## config.mk

```make
export PLATFORM = sky130hd
export DESIGN_NAME = if_stage
export DESIGN_NICKNAME = d
export VERILOG_FILES = /design/src/rtl/if_stage.sv
export SDC_FILE = /design/constraint.sdc
export NUM_CORES = 1
export LEC_CHECK = 0
export ABC_AREA = 1
export BUFFER_PORTS_ARGS = -buffer_cell sky130_fd_sc_hd__buf_4
export CORE_MARGIN = 2
export CORE_UTILIZATION = 52
export CTS_CLUSTER_DIAMETER = 150
export CTS_CLUSTER_SIZE = 28
export DETAILED_ROUTE_END_ITERATION = 12
export GPL_ROUTABILITY_DRIVEN = 0
export GPL_TIMING_DRIVEN = 0
export HOLD_SLACK_MARGIN = 0.08
export MAX_ROUTING_LAYER = met4
export PLACE_DENSITY = 0.86
export SYNTH_ARGS = -nofsm -noshare
export SYNTH_HDL_FRONTEND = slang
export SYNTH_SLANG_ARGS = --single-unit
```

## constraint.sdc

```tcl
create_clock -name Clk -period 4.04 [get_ports Clk]
set_input_delay 0.404 -clock Clk [delete_from_list [all_inputs] [get_ports Clk]]
set_output_delay 0.404 -clock Clk [all_outputs]
set_load 0.01 [all_outputs]
```

## src/rtl/if_stage.sv

```systemverilog
// Instruction-fetch stage: PC register, ROM word addressing, IF/ID pipeline register.
// Optional performance counters are enabled by defining IF_PERF_CNT_EN.
module if_stage #(
    parameter logic [31:0] RESET_PC = 32'h0000_0000,
    parameter int          ROM_AW   = 6,
    parameter logic [31:0] NOP_INST = 32'h0000_0000
) (
    input  logic              Clk,
    input  logic              Clrn,
    input  logic              Stall,
    input  logic [1:0]        Pcsource,
    input  logic [31:0]       Br_Addr,
    input  logic [31:0]       Jmp_Addr,
    input  logic [31:0]       Rom_Inst,
    output logic [ROM_AW-1:0] Rom_Addr,
    output logic [31:0]       If_Pc,
    output logic [31:0]       Id_Inst,
    output logic [31:0]       Id_Pc4,
    output logic              Id_Valid
`ifdef IF_PERF_CNT_EN
    ,
    output logic [31:0]       Fetch_Cnt,
    output logic [31:0]       Stall_Cnt,
    output logic [31:0]       Flush_Cnt
`endif
);

    localparam logic [31:0] WORD_MASK = 32'hFFFF_FFFC;

    typedef struct packed {
        logic [31:0] inst;
        logic [31:0] pc4;
        logic        valid;
    } ifid_t;

    localparam ifid_t IFID_BUBBLE = '{inst: NOP_INST, pc4: 32'h0, valid: 1'b0};

    logic [31:0] pc;
    logic [31:0] pc4;
    logic [31:0] target;
    logic        redirect;
    ifid_t       ifid;

    assign pc4      = pc + 32'd4;
    assign Rom_Addr = pc[ROM_AW+1:2];
    assign If_Pc    = pc;
    assign Id_Inst  = ifid.inst;
    assign Id_Pc4   = ifid.pc4;
    assign Id_Valid = ifid.valid;

    // Reserved encoding 11 falls through to sequential fetch.
    always_comb begin
        redirect = 1'b0;
        target   = Br_Addr;
        case (Pcsource)
            2'b01:   begin redirect = 1'b1; target = Br_Addr;  end
            2'b10:   begin redirect = 1'b1; target = Jmp_Addr; end
            default: ;
        endcase
    end

    // Stall is tested first so an unresolved Pcsource never reaches the PC.
    always_ff @(posedge Clk or negedge Clrn) begin
        if (!Clrn) begin
            pc   <= RESET_PC & WORD_MASK;
            ifid <= IFID_BUBBLE;
        end else if (!Stall) begin
            if (redirect) begin
                pc   <= target & WORD_MASK;
                ifid <= IFID_BUBBLE;
            end else begin
                pc   <= pc4;
                ifid <= '{inst: Rom_Inst, pc4: pc4, valid: 1'b1};
            end
        end
    end

`ifdef IF_PERF_CNT_EN
    logic [31:0] fetch_cnt, stall_cnt, flush_cnt;

    function automatic logic [31:0] sat_inc(input logic [31:0] v);
        return (v == 32'hFFFF_FFFF) ? v : v + 32'd1;
    endfunction

    always_ff @(posedge Clk or negedge Clrn) begin
        if (!Clrn) begin
            fetch_cnt <= '0;
            stall_cnt <= '0;
            flush_cnt <= '0;
        end else if (Stall) begin
            stall_cnt <= sat_inc(stall_cnt);
        end else if (redirect) begin
            flush_cnt <= sat_inc(flush_cnt);
        end else begin
            fetch_cnt <= sat_inc(fetch_cnt);
        end
    end

    assign Fetch_Cnt = fetch_cnt;
    assign Stall_Cnt = stall_cnt;
    assign Flush_Cnt = flush_cnt;
`endif

endmodule

```

==> results.md, run 1 <==
- Run status: completed
- Buf+Inv Stages, Crit Path: 0
- Ys Warns: 0
- CTS tree: built
- # diodes: 0
- CP most frequent cell: nand2_1
- Hold Startpoint: Rom_Inst[2]
- TritonRoute pass-1 iters: 6
- Crit Reg-Reg Startpoint: If_Pc[3]$_DFFE_PN0N_
- Max-Cap Viols: 0
- Initial antenna violation count: 0
- Crit path kind: register to register
- Deepest clock path buffer count: 2
- Layout Cells excl Fill: 942
- CTS sink count: 93
- Critical-path maximum fanout: 6
- Root buf cell: clkbuf_8
- Die Span Y: 101 um
- Worst Skew: 14.0 ps
- Cells along the critical path: ha_1 > nand2_2 > nor2_4 > nand2_4 > nor2_2 > nand3_1 > nand3_2 > nand2_1 > nand2_1 > nand2_1
- # setup viols final: 0
- Post-Route Utilization: 0.729
- Crit end category: register
- TNS Setup: 0 ps
- Cells after DPL: 926
- Core ar.: 9150 um^2
- Post-CTS sizing: 0
- Vias/cell: 5.49
- Leakage: 3.47 nW
- Worst slew margin relative to its limit: 0.221
- RSZ-0062 raised after global routing: no
- GR Util All Layers: 0.327
- Area leader, netlist: dfrtp_1
- Vias in the first global route: 5051
- Grt ovf: 0
- Worst path arrival time: 2050 ps
- Period utilisation layout: 0.443
- Mapped Area: 4870 um^2
- HPWL after DPL: 11900 um
- Final hold viol count: 0
- Fin crit period: 1790 ps
- Final Max Tran Viols: 0
- Worst-case vdd ir drop: 218 uV
- Sequential share of the synthesized area: 0.478
- Crit start category: register
- Worst Hold End: Id_Inst[2]$_DFFE_PN0N_
- CTS Hold Bufs: 0
- Unique cell type count in the Yosys netlist: 32
- Worst Reg-to-Reg Cells: 10
- Worst Path Required: 4310 ps
- Hold_ws: 241 ps
- Post-CTS setup buffers: 0
- Wire per inst: 16.8 um
- Global-route wire length before repair: 24900 um
- CP max stage delay: 470 ps
- Vias: 5174
- Layout cell share with drive strength beyond 1: 0.314
- Hold depth: 2
- Post-synth top area share: 0.478
- Area Growth Syn to Fin: 36.9%
- Worst skew pair latency: 370 ps
- # DRC: 0
- Pin count of the biggest net entering global routing: 94
- Largest cells by area after synthesis: dfrtp_1 48%, nand2_1 13%, nor2_1 8.2%, a22o_1 5.8%, o21ai_0 4.0%
- Initial Util: 0.532
- Max Clk Rate: 0.559 GHz
- Most frequent cells in the layout: 206 x buf_4, 163 x nand2_1, 107 x nor2_1
- Pwr Total: 2.64 mW
- Site Rows: 35
- Die Span X: 101 um
- H-Tree Depth: 3
- Io pins: 204
- Port Buf Inserts: 194
- 1st-iter DRT viols: 360
- Flops & latches, synth: 93
- Drt total wl: 15800 um
- R2R Setup Slk: 2250 ps
- Number of CTS-inserted buffers: 9
- Commonest non-fill, non-tap cell in the layout: buf_4
- Power Dens Cells: 395 nW/um^2
- Synthesized area per cell: 7.88 um^2
- Worst Max-Slew Pin Slew: 1170 ps
- Clk slew on worst S/H paths: 110 ps
- Final ANT Viol Nets: 0
- Cells after synthesis: 618
- Delay-heaviest family, CP: simple AND/OR/NAND/NOR gates
- DIE AREA: 10200 um^2
- Nets: 929
- Slowest CP cell: dfrtp_1
- Reg2reg end: If_Pc[30]$_DFFE_PN0N_
- Hold WC Path Type: primary input to register
[synth_stat cells (all sizes together)]
library cell,count
nor2,120
and2,2
o221ai,1
nand2,169
a31oi,11
buf,28
a22o,32
or2,1
o21a,1
o311ai,1
a22oi,1
mux2i,1
o21bai,7
xor2,5
conb,1
clkbuf,13
inv,34
ha,2
a21oi,8
dfrtp,93
nand3,36
o21ai,51
[registers in the layout, summed over array words and instances (netlist names)]
register	cells
Id_Inst	32
Id_Pc4	30
Id_Valid	1
If_Pc	30
[metrics by stage]
step / instance area [um^2] / setup slack, ps
after floorplan: 4880 / 2500
final: 6670 / 2250
after detailed placement: 6480 / 2070
after global placement: 6480 / 2120
after global routing: 6670 / 2100
after CTS: 6670 / 2270
[worst reg2reg max path, delay by kind of cell, from the launching register on]
family	cells	cell delay, ps
adder cells (fa/ha/maj)	1	230
AND/OR/NAND/NOR	9	1000
flip-flops	1	470
[power by group]
group / internal (mW) / switching (mW) / total (mW)
sequential: 1.06 / 0.142 / 1.20
clock: 0.253 / 0.368 / 0.621
combinational: 0.390 / 0.427 / 0.817
[routing by layer]
| layer | track usage | up-vias | share of wire |
|---|---|---|---|
| met2 | 0.544 | 271 | 0.50 |
| met3 | 0.0506 | 42 | 0.085 |
| li1 | - | 2425 | - |
| met5 | - | - | 0 |
| met4 | 0.126 | 0 | 0.030 |
| met1 | 0.403 | 2436 | 0.38 |
[worst max path at each step]
stage | slack (ps) | startpoint | cells past startpoint | endpoint
after floorplan | 2500 | Pcsource[0] | 8 | If_Pc[2]$_DFFE_PN0N_
after global placement | 2120 | Pcsource[0] | 9 | If_Pc[2]$_DFFE_PN0N_
after detailed placement | 2070 | Pcsource[1] | 8 | If_Pc[2]$_DFFE_PN0N_
after CTS | 2270 | If_Pc[3]$_DFFE_PN0N_ | 10 | If_Pc[30]$_DFFE_PN0N_
after global routing | 2100 | If_Pc[3]$_DFFE_PN0N_ | 10 | If_Pc[30]$_DFFE_PN0N_
final | 2250 | If_Pc[3]$_DFFE_PN0N_ | 10 | If_Pc[30]$_DFFE_PN0N_
[cells by family after synthesis]
logic type | share of synthesized area
fa+ha+maj | 0.00514
xor+xnor | 0.00899
flops | 0.478
other cells | 0.000770
simple gates | 0.285
compound gates | 0.150
buf+inv | 0.0701
mux | 0.00206
[cell type report]
| cell class | instances | area (um^2) |
|---|---|---|
| Tap cell | 111 | 139 |
| Clock inverter | 6 | 55.1 |
| Sequential cell | 93 | 2330 |
| Buffer | 41 | 214 |
| Timing Repair Buffer | 194 | 1460 |
| Inverter | 34 | 128 |
| Clock buffer | 10 | 138 |
| Fill cell | 673 | 2480 |
| Multi-Input combinational cell | 453 | 2210 |
(Power assumes the default switching activity.)
==> run 2: changes to the inputs <==
--- a/config.mk
+++ b/config.mk
@@ -8,7 +8,7 @@
 export ABC_AREA = 1
 export BUFFER_PORTS_ARGS = -buffer_cell sky130_fd_sc_hd__buf_4
 export CORE_MARGIN = 2
-export CORE_UTILIZATION = 52
+export CORE_UTILIZATION = 48
 export CTS_CLUSTER_DIAMETER = 150
 export CTS_CLUSTER_SIZE = 28
 export DETAILED_ROUTE_END_ITERATION = 12
@@ -16,7 +16,7 @@
 export GPL_TIMING_DRIVEN = 0
 export HOLD_SLACK_MARGIN = 0.08
 export MAX_ROUTING_LAYER = met4
-export PLACE_DENSITY = 0.86
+export PLACE_DENSITY = 0.8
 export SYNTH_ARGS = -nofsm -noshare
 export SYNTH_HDL_FRONTEND = slang
 export SYNTH_SLANG_ARGS = --single-unit
==> constraint.sdc (replaced) <==
create_clock -name Clk -period 1.7 [get_ports Clk]
set_input_delay 0.17 -clock Clk [delete_from_list [all_inputs] [get_ports Clk]]
set_output_delay 0.17 -clock Clk [all_outputs]
set_load 0.01 [all_outputs]
==> run 2 against run 1 <==
- combinational power rose to 2.5 times the previous value
- routed wire length up 5.4%
- non-clock buffer count up 37
- clock skew down 4.2 ps
- highest routed layer unchanged
- worst hold slack worse by 140 ps
==> results.md, run 2 (same netlist as run 1, synthesis figures left out) <==
- Worst slew margin relative to its limit: 0.221
- Global-route wire length before repair: 26500 um
- Crit start category: register
- Vias/cell: 5.22
- Area Growth Syn to Fin: 46.8%
- HPWL after DPL: 11800 um
- Port Buf Inserts: 194
- Buf+Inv Stages, Crit Path: 0
- Run status: completed
- GR Util All Layers: 0.317
- Clk slew on worst S/H paths: 100 ps
- Site Rows: 36
- CP most frequent cell: nand2_1
- Leakage: 3.65 nW
- Pin count of the biggest net entering global routing: 94
- Io pins: 204
- CP Capture Point: If_Pc[30]$_DFFE_PN0N_
- Vias in the first global route: 5313
- CP max stage delay: 370 ps
- Worst path arrival time: 1900 ps
- Die Span X: 105 um
- Die Span Y: 105 um
- Hold WC Path Type: primary input to register
- Crit path kind: register to register
- Core ar.: 9820 um^2
- Number of CTS-inserted buffers: 9
- DIE AREA: 11000 um^2
- RSZ-0062 raised after global routing: yes
- Initial antenna violation count: 0
- Worst Reg-to-Reg Cells: 10
- Cells along the critical path: ha_2 > nand2_2 > nor2_4 > nand2_4 > nor2_2 > nand3_1 > nand3_2 > nand2_1 > nand2_1 > nand2_1
- Fin crit period: 1610 ps
- Max-Cap Viols: 0
- Worst Max-Slew Pin Slew: 1170 ps
- H-Tree Depth: 3
- Deepest clock path buffer count: 2
- Delay-heaviest family, CP: simple AND/OR/NAND/NOR gates
- Vias: 5222
- Filler cells: 781
- Final ANT Viol Nets: 0
- Crit end category: register
- R2R Setup Slk: 90 ps
- Max reg flops: 32
- Initial Util: 0.496
- Wire per inst: 16.7 um
- Critical-path maximum fanout: 6
- Worst-case vdd ir drop: 562 uV
- Commonest non-fill, non-tap cell in the layout: buf_4
- Grt ovf: 0
- Reg2reg end: If_Pc[30]$_DFFE_PN0N_
- Drt total wl: 16700 um
- Post-Route Utilization: 0.728
- Power Dens Cells: 953 nW/um^2
- Period utilisation layout: 0.950
- Hold depth: 3
- Root buf cell: clkbuf_8
- Max Clk Rate: 0.619 GHz
- Final hold viol count: 0
- CTS tree: built
- Slowest CP cell: dfrtp_1
- Worst Path Required: 1980 ps
- Hold_ws: 98.1 ps
- # diodes: 0
- Most frequent cells in the layout: 210 x buf_4, 163 x nand2_1, 107 x nor2_1
- CTS sink count: 93
- 1st-iter DRT viols: 330
- TritonRoute pass-1 iters: 7
- Final Max Tran Viols: 0
- Cell depth of the worst setup path: 10
- Crit Reg-Reg Startpoint: If_Pc[3]$_DFFE_PN0N_
- # setup viols final: 0
- # DRC: 0
- Layout cell share with drive strength beyond 1: 0.317
- Worst Setup SP: If_Pc[3]$_DFFE_PN0N_
- Worst Skew: 9.78 ps
- Worst skew pair latency: 380 ps
- Nets: 966
-- run 2: power by group --
| part | internal [mW] | total [mW] | switching [mW] |
|---|---|---|---|
| Sequential | 2.52 | 2.85 | 0.335 |
| Combinational | 1.00 | 2.06 | 1.06 |
| Clock | 1.03 | 1.89 | 0.860 |
| Total | 4.55 | 6.81 | 2.26 |
-- run 2: worst min path at each step --
stage | endpoint | start
after floorplan | Id_Inst[0]$_DFFE_PN0N_ | Clrn
after global placement | Id_Inst[25]$_DFFE_PN0N_ | Rom_Inst[25]
after detailed placement | Id_Inst[1]$_DFFE_PN0N_ | Rom_Inst[1]
after CTS | If_Pc[2]$_DFFE_PN0N_ | Br_Addr[2]
after global routing | If_Pc[11]$_DFFE_PN0N_ | Jmp_Addr[11]
final | If_Pc[6]$_DFFE_PN0N_ | Jmp_Addr[6]
-- run 2: final cells by class --
type	count	area, um^2	area share
repair buffers	231	1820	0.254
clock inverters	6	116	0.0163
flip-flops and latches	93	2330	0.327
plain buffers	41	214	0.0299
multi-input cells	453	2230	0.313
inverters	34	128	0.0179
well taps	133	166	0.0233
clock buffers	10	138	0.0193
-- run 2: metal layers --
layer | global-route usage | share of wire | vias to the layer above
met5 | - | 0 | -
met4 | 0.116 | 0.023 | 0
met3 | 0.0636 | 0.081 | 33
met2 | 0.531 | 0.50 | 271
met1 | 0.379 | 0.40 | 2429
li1 | - | - | 2489
-- run 2: timing repair --
action / CTS / global route
hold endpoints to repair: 119 / 0
buffers inserted: 2 / 2
setup endpoints to repair: 3 / 16
resized for setup: 0 / 12
pin swaps: 0 / 7
hold buffers: 33 / 0
-- run 2: worst min-delay path, delay by kind of cell --
kind | cells | cell delay (ps)
AO/OA/AOI/OAI | 2 | 190
buffers and inverters | 1 | 70
-- run 2: through the flow --
stage               worst slack (ps)  std cells  total power, mW  cell area (um^2)  setup TNS [ps]
floorplan                        169        621             3.77              4880               0
global placement               -2.07        948             4.75              6500           -2.07
detailed placement             -58.3        948             4.81              6500            -270
CTS                              101        999             6.74              7100               0
global route                   -18.7       1001             7.12              7150           -58.6
finish                          85.6       1001             6.81              7150               0
==> run 3: changes to the inputs <==
--- a/config.mk
+++ b/config.mk
@@ -8,15 +8,16 @@
 export ABC_AREA = 1
 export BUFFER_PORTS_ARGS = -buffer_cell sky130_fd_sc_hd__buf_4
 export CORE_MARGIN = 2
-export CORE_UTILIZATION = 48
+export CORE_UTILIZATION = 50
+export CTS_BUF_LIST = sky130_fd_sc_hd__clkbuf_8
 export CTS_CLUSTER_DIAMETER = 150
-export CTS_CLUSTER_SIZE = 28
+export CTS_CLUSTER_SIZE = 40
 export DETAILED_ROUTE_END_ITERATION = 12
 export GPL_ROUTABILITY_DRIVEN = 0
 export GPL_TIMING_DRIVEN = 0
 export HOLD_SLACK_MARGIN = 0.08
 export MAX_ROUTING_LAYER = met4
-export PLACE_DENSITY = 0.8
+export PLACE_DENSITY = 0.83
 export SYNTH_ARGS = -nofsm -noshare
 export SYNTH_HDL_FRONTEND = slang
 export SYNTH_SLANG_ARGS = --single-unit
==> run 3 against run 2 <==
- critical path depth did not move
- combinational power increased by 2%
- non-clock buffer count is 3 higher
- global-route usage rose by 2.4 points
- total power decreased by 6.4%
- cell area is 0.37% lower
- fmax is 2.9% lower
- sequential power about the same
- count of clock-buffer cells in the layout shrank 1
- clock power is 26% lower
- routed wire length up 4.6%
- critical path type unchanged
- largest cell class unchanged
==> results.md, run 3 (same netlist as run 1, synthesis figures left out) <==
- Deepest clock path buffer count: 2
- Final Max Tran Viols: 0
- Io pins: 204
- # DRC: 0
- Initial antenna violation count: 0
- Power Dens Cells: 895 nW/um^2
- Final hold viol count: 0
- Vias in the first global route: 5260
- Root buf cell: clkbuf_8
- DIE AREA: 10500 um^2
- Worst Path Required: 1980 ps
- Clk slew on worst S/H paths: 90 ps
- Drt total wl: 17500 um
- Design Area, Final: 7120 um^2
- TritonRoute pass-1 iters: 7
- # setup viols final: 0
- Nets: 969
- Most frequent cells in the layout: 213 x buf_4, 159 x nand2_1, 106 x nor2_1
- Pin count of the biggest net entering global routing: 94
- Layout cell share with drive strength beyond 1: 0.328
- Vias: 5406
- Worst skew pair latency: 380 ps
- CP most frequent cell: nand2_1
- RSZ-0062 raised after global routing: yes
- Crit start category: register
- TNS Setup: 0 ps
- HPWL after DPL: 11800 um
- GR Util All Layers: 0.341
- # diodes: 0
- Slowest CP cell: dfrtp_2
- Critical-path maximum fanout: 6
- Area Growth Syn to Fin: 46.2%
- Leakage: 3.63 nW
- Global-route wire length before repair: 26100 um
- Hold WC Path Type: primary input to register
- Wire per inst: 17.4 um
- Final ANT Viol Nets: 0
- Max-Cap Viols: 0
- Number of CTS-inserted buffers: 9
- Worst path arrival time: 1940 ps
- Filler cells: 703
- Cells along the critical path: ha_4 > nand2_4 > nor2_4 > nand2_4 > nor2_4 > nand3_1 > nand3_2 > nand2_1 > nand2_1 > nand2_1
- Vias/cell: 5.38
- 1st-iter DRT viols: 317
- CTS tree: built
- CTS sink count: 93
- Worst slew margin relative to its limit: 0.238
- Worst Max-Slew Pin Slew: 1140 ps
- Setup ws final: 38.2 ps
- Site Rows: 36
- Die Span Y: 103 um
- Delay-heaviest family, CP: simple AND/OR/NAND/NOR gates
- Buf+Inv Stages, Crit Path: 0
- Run status: completed
- Fin crit period: 1660 ps
- CP max stage delay: 430 ps
- H-Tree Depth: 3
- Max Clk Rate: 0.602 GHz
- Period utilisation layout: 0.978
- Layout Cells excl Fill: 1004
- Initial Util: 0.508
- Grt ovf: 0
- Crit end category: register
- Post-DP Area: 6500 um^2
- Post-Route Utilization: 0.742
- Worst Skew: 11.0 ps
- Port Buf Inserts: 194
- Die Span X: 103 um
- Crit path kind: register to register
- Worst-case vdd ir drop: 550 uV
- Max reg flops: 32
- Core ar.: 9590 um^2
- Dpl ws: -76.3 ps
- Commonest non-fill, non-tap cell in the layout: buf_4
- Cells after DPL: 948
## run 3: area by class of cell
class | instances | area [um^2] | area share
flip-flops and latches | 93 | 2340 | 0.329
multi-input cells | 453 | 2260 | 0.318
repair buffers | 234 | 1840 | 0.258
plain buffers | 41 | 214 | 0.0300
well taps | 133 | 166 | 0.0234
inverters | 34 | 128 | 0.0179
clock buffers | 9 | 124 | 0.0174
clock inverters | 7 | 48.8 | 0.00685
## run 3: per-layer routing
layer,wire length [um],GRT usage,vias up
li1,-,-,2499
met1,6470,0.392,2551
met2,8810,0.577,296
met3,1510,0.0739,60
met4,674,0.144,0
met5,0,-,-
## run 3: metrics by stage
stage | total power [mW] | hold WS (ps)
after detailed placement | 4.80 | 395
after global placement | 4.74 | 387
after global routing | 6.69 | 119
after CTS | 6.21 | 114
after floorplan | 3.77 | -126
final | 6.37 | 116
## run 3: worst paths after layout
path / start / end / slack (ps) / cells after the start
setup / recovery: If_Pc[3]$_DFFE_PN0N_ / If_Pc[28]$_DFFE_PN0N_ / 40 / 10
hold reg to reg: Id_Pc4[18]$_DFFE_PN0N_ / Id_Pc4[18]$_DFFE_PN0N_ / 500 / 2
hold / removal: Jmp_Addr[6] / If_Pc[6]$_DFFE_PN0N_ / 120 / 3
setup reg to reg: If_Pc[3]$_DFFE_PN0N_ / If_Pc[28]$_DFFE_PN0N_ / 40 / 10
max in group asynchronous: Clrn / If_Pc[2]$_DFFE_PN0N_ / 330 / 2
min in group asynchronous: Clrn / Id_Pc4[24]$_DFFE_PN0N_ / 560 / 2
## run 3: worst reg2reg max path, stage by stage (launching register included)
cell and delay, ps:
dfrtp_2 430, ha_4 170, nand2_4 60, nor2_4 200
nand2_4 150, nor2_4 190, nand3_1 120, nand3_2 100
nand2_1 50, nand2_1 60, nand2_1 40
## run 3: power breakdown
group          internal [mW]  total, mW  switching [mW]
clock network          0.540       1.40           0.855
logic                   1.03       2.10            1.07
registers               2.52       2.88           0.357
## run 3: timing repair
item / in CTS / in global routing
cloned: 0 / 0
gates resized for setup: 3 / 19
hold endpoints to repair: 99 / 0
setup endpoints to repair: 15 / 29
hold buffers: 33 / 0
pin swaps: 0 / 5
setup buffers: 0 / 7
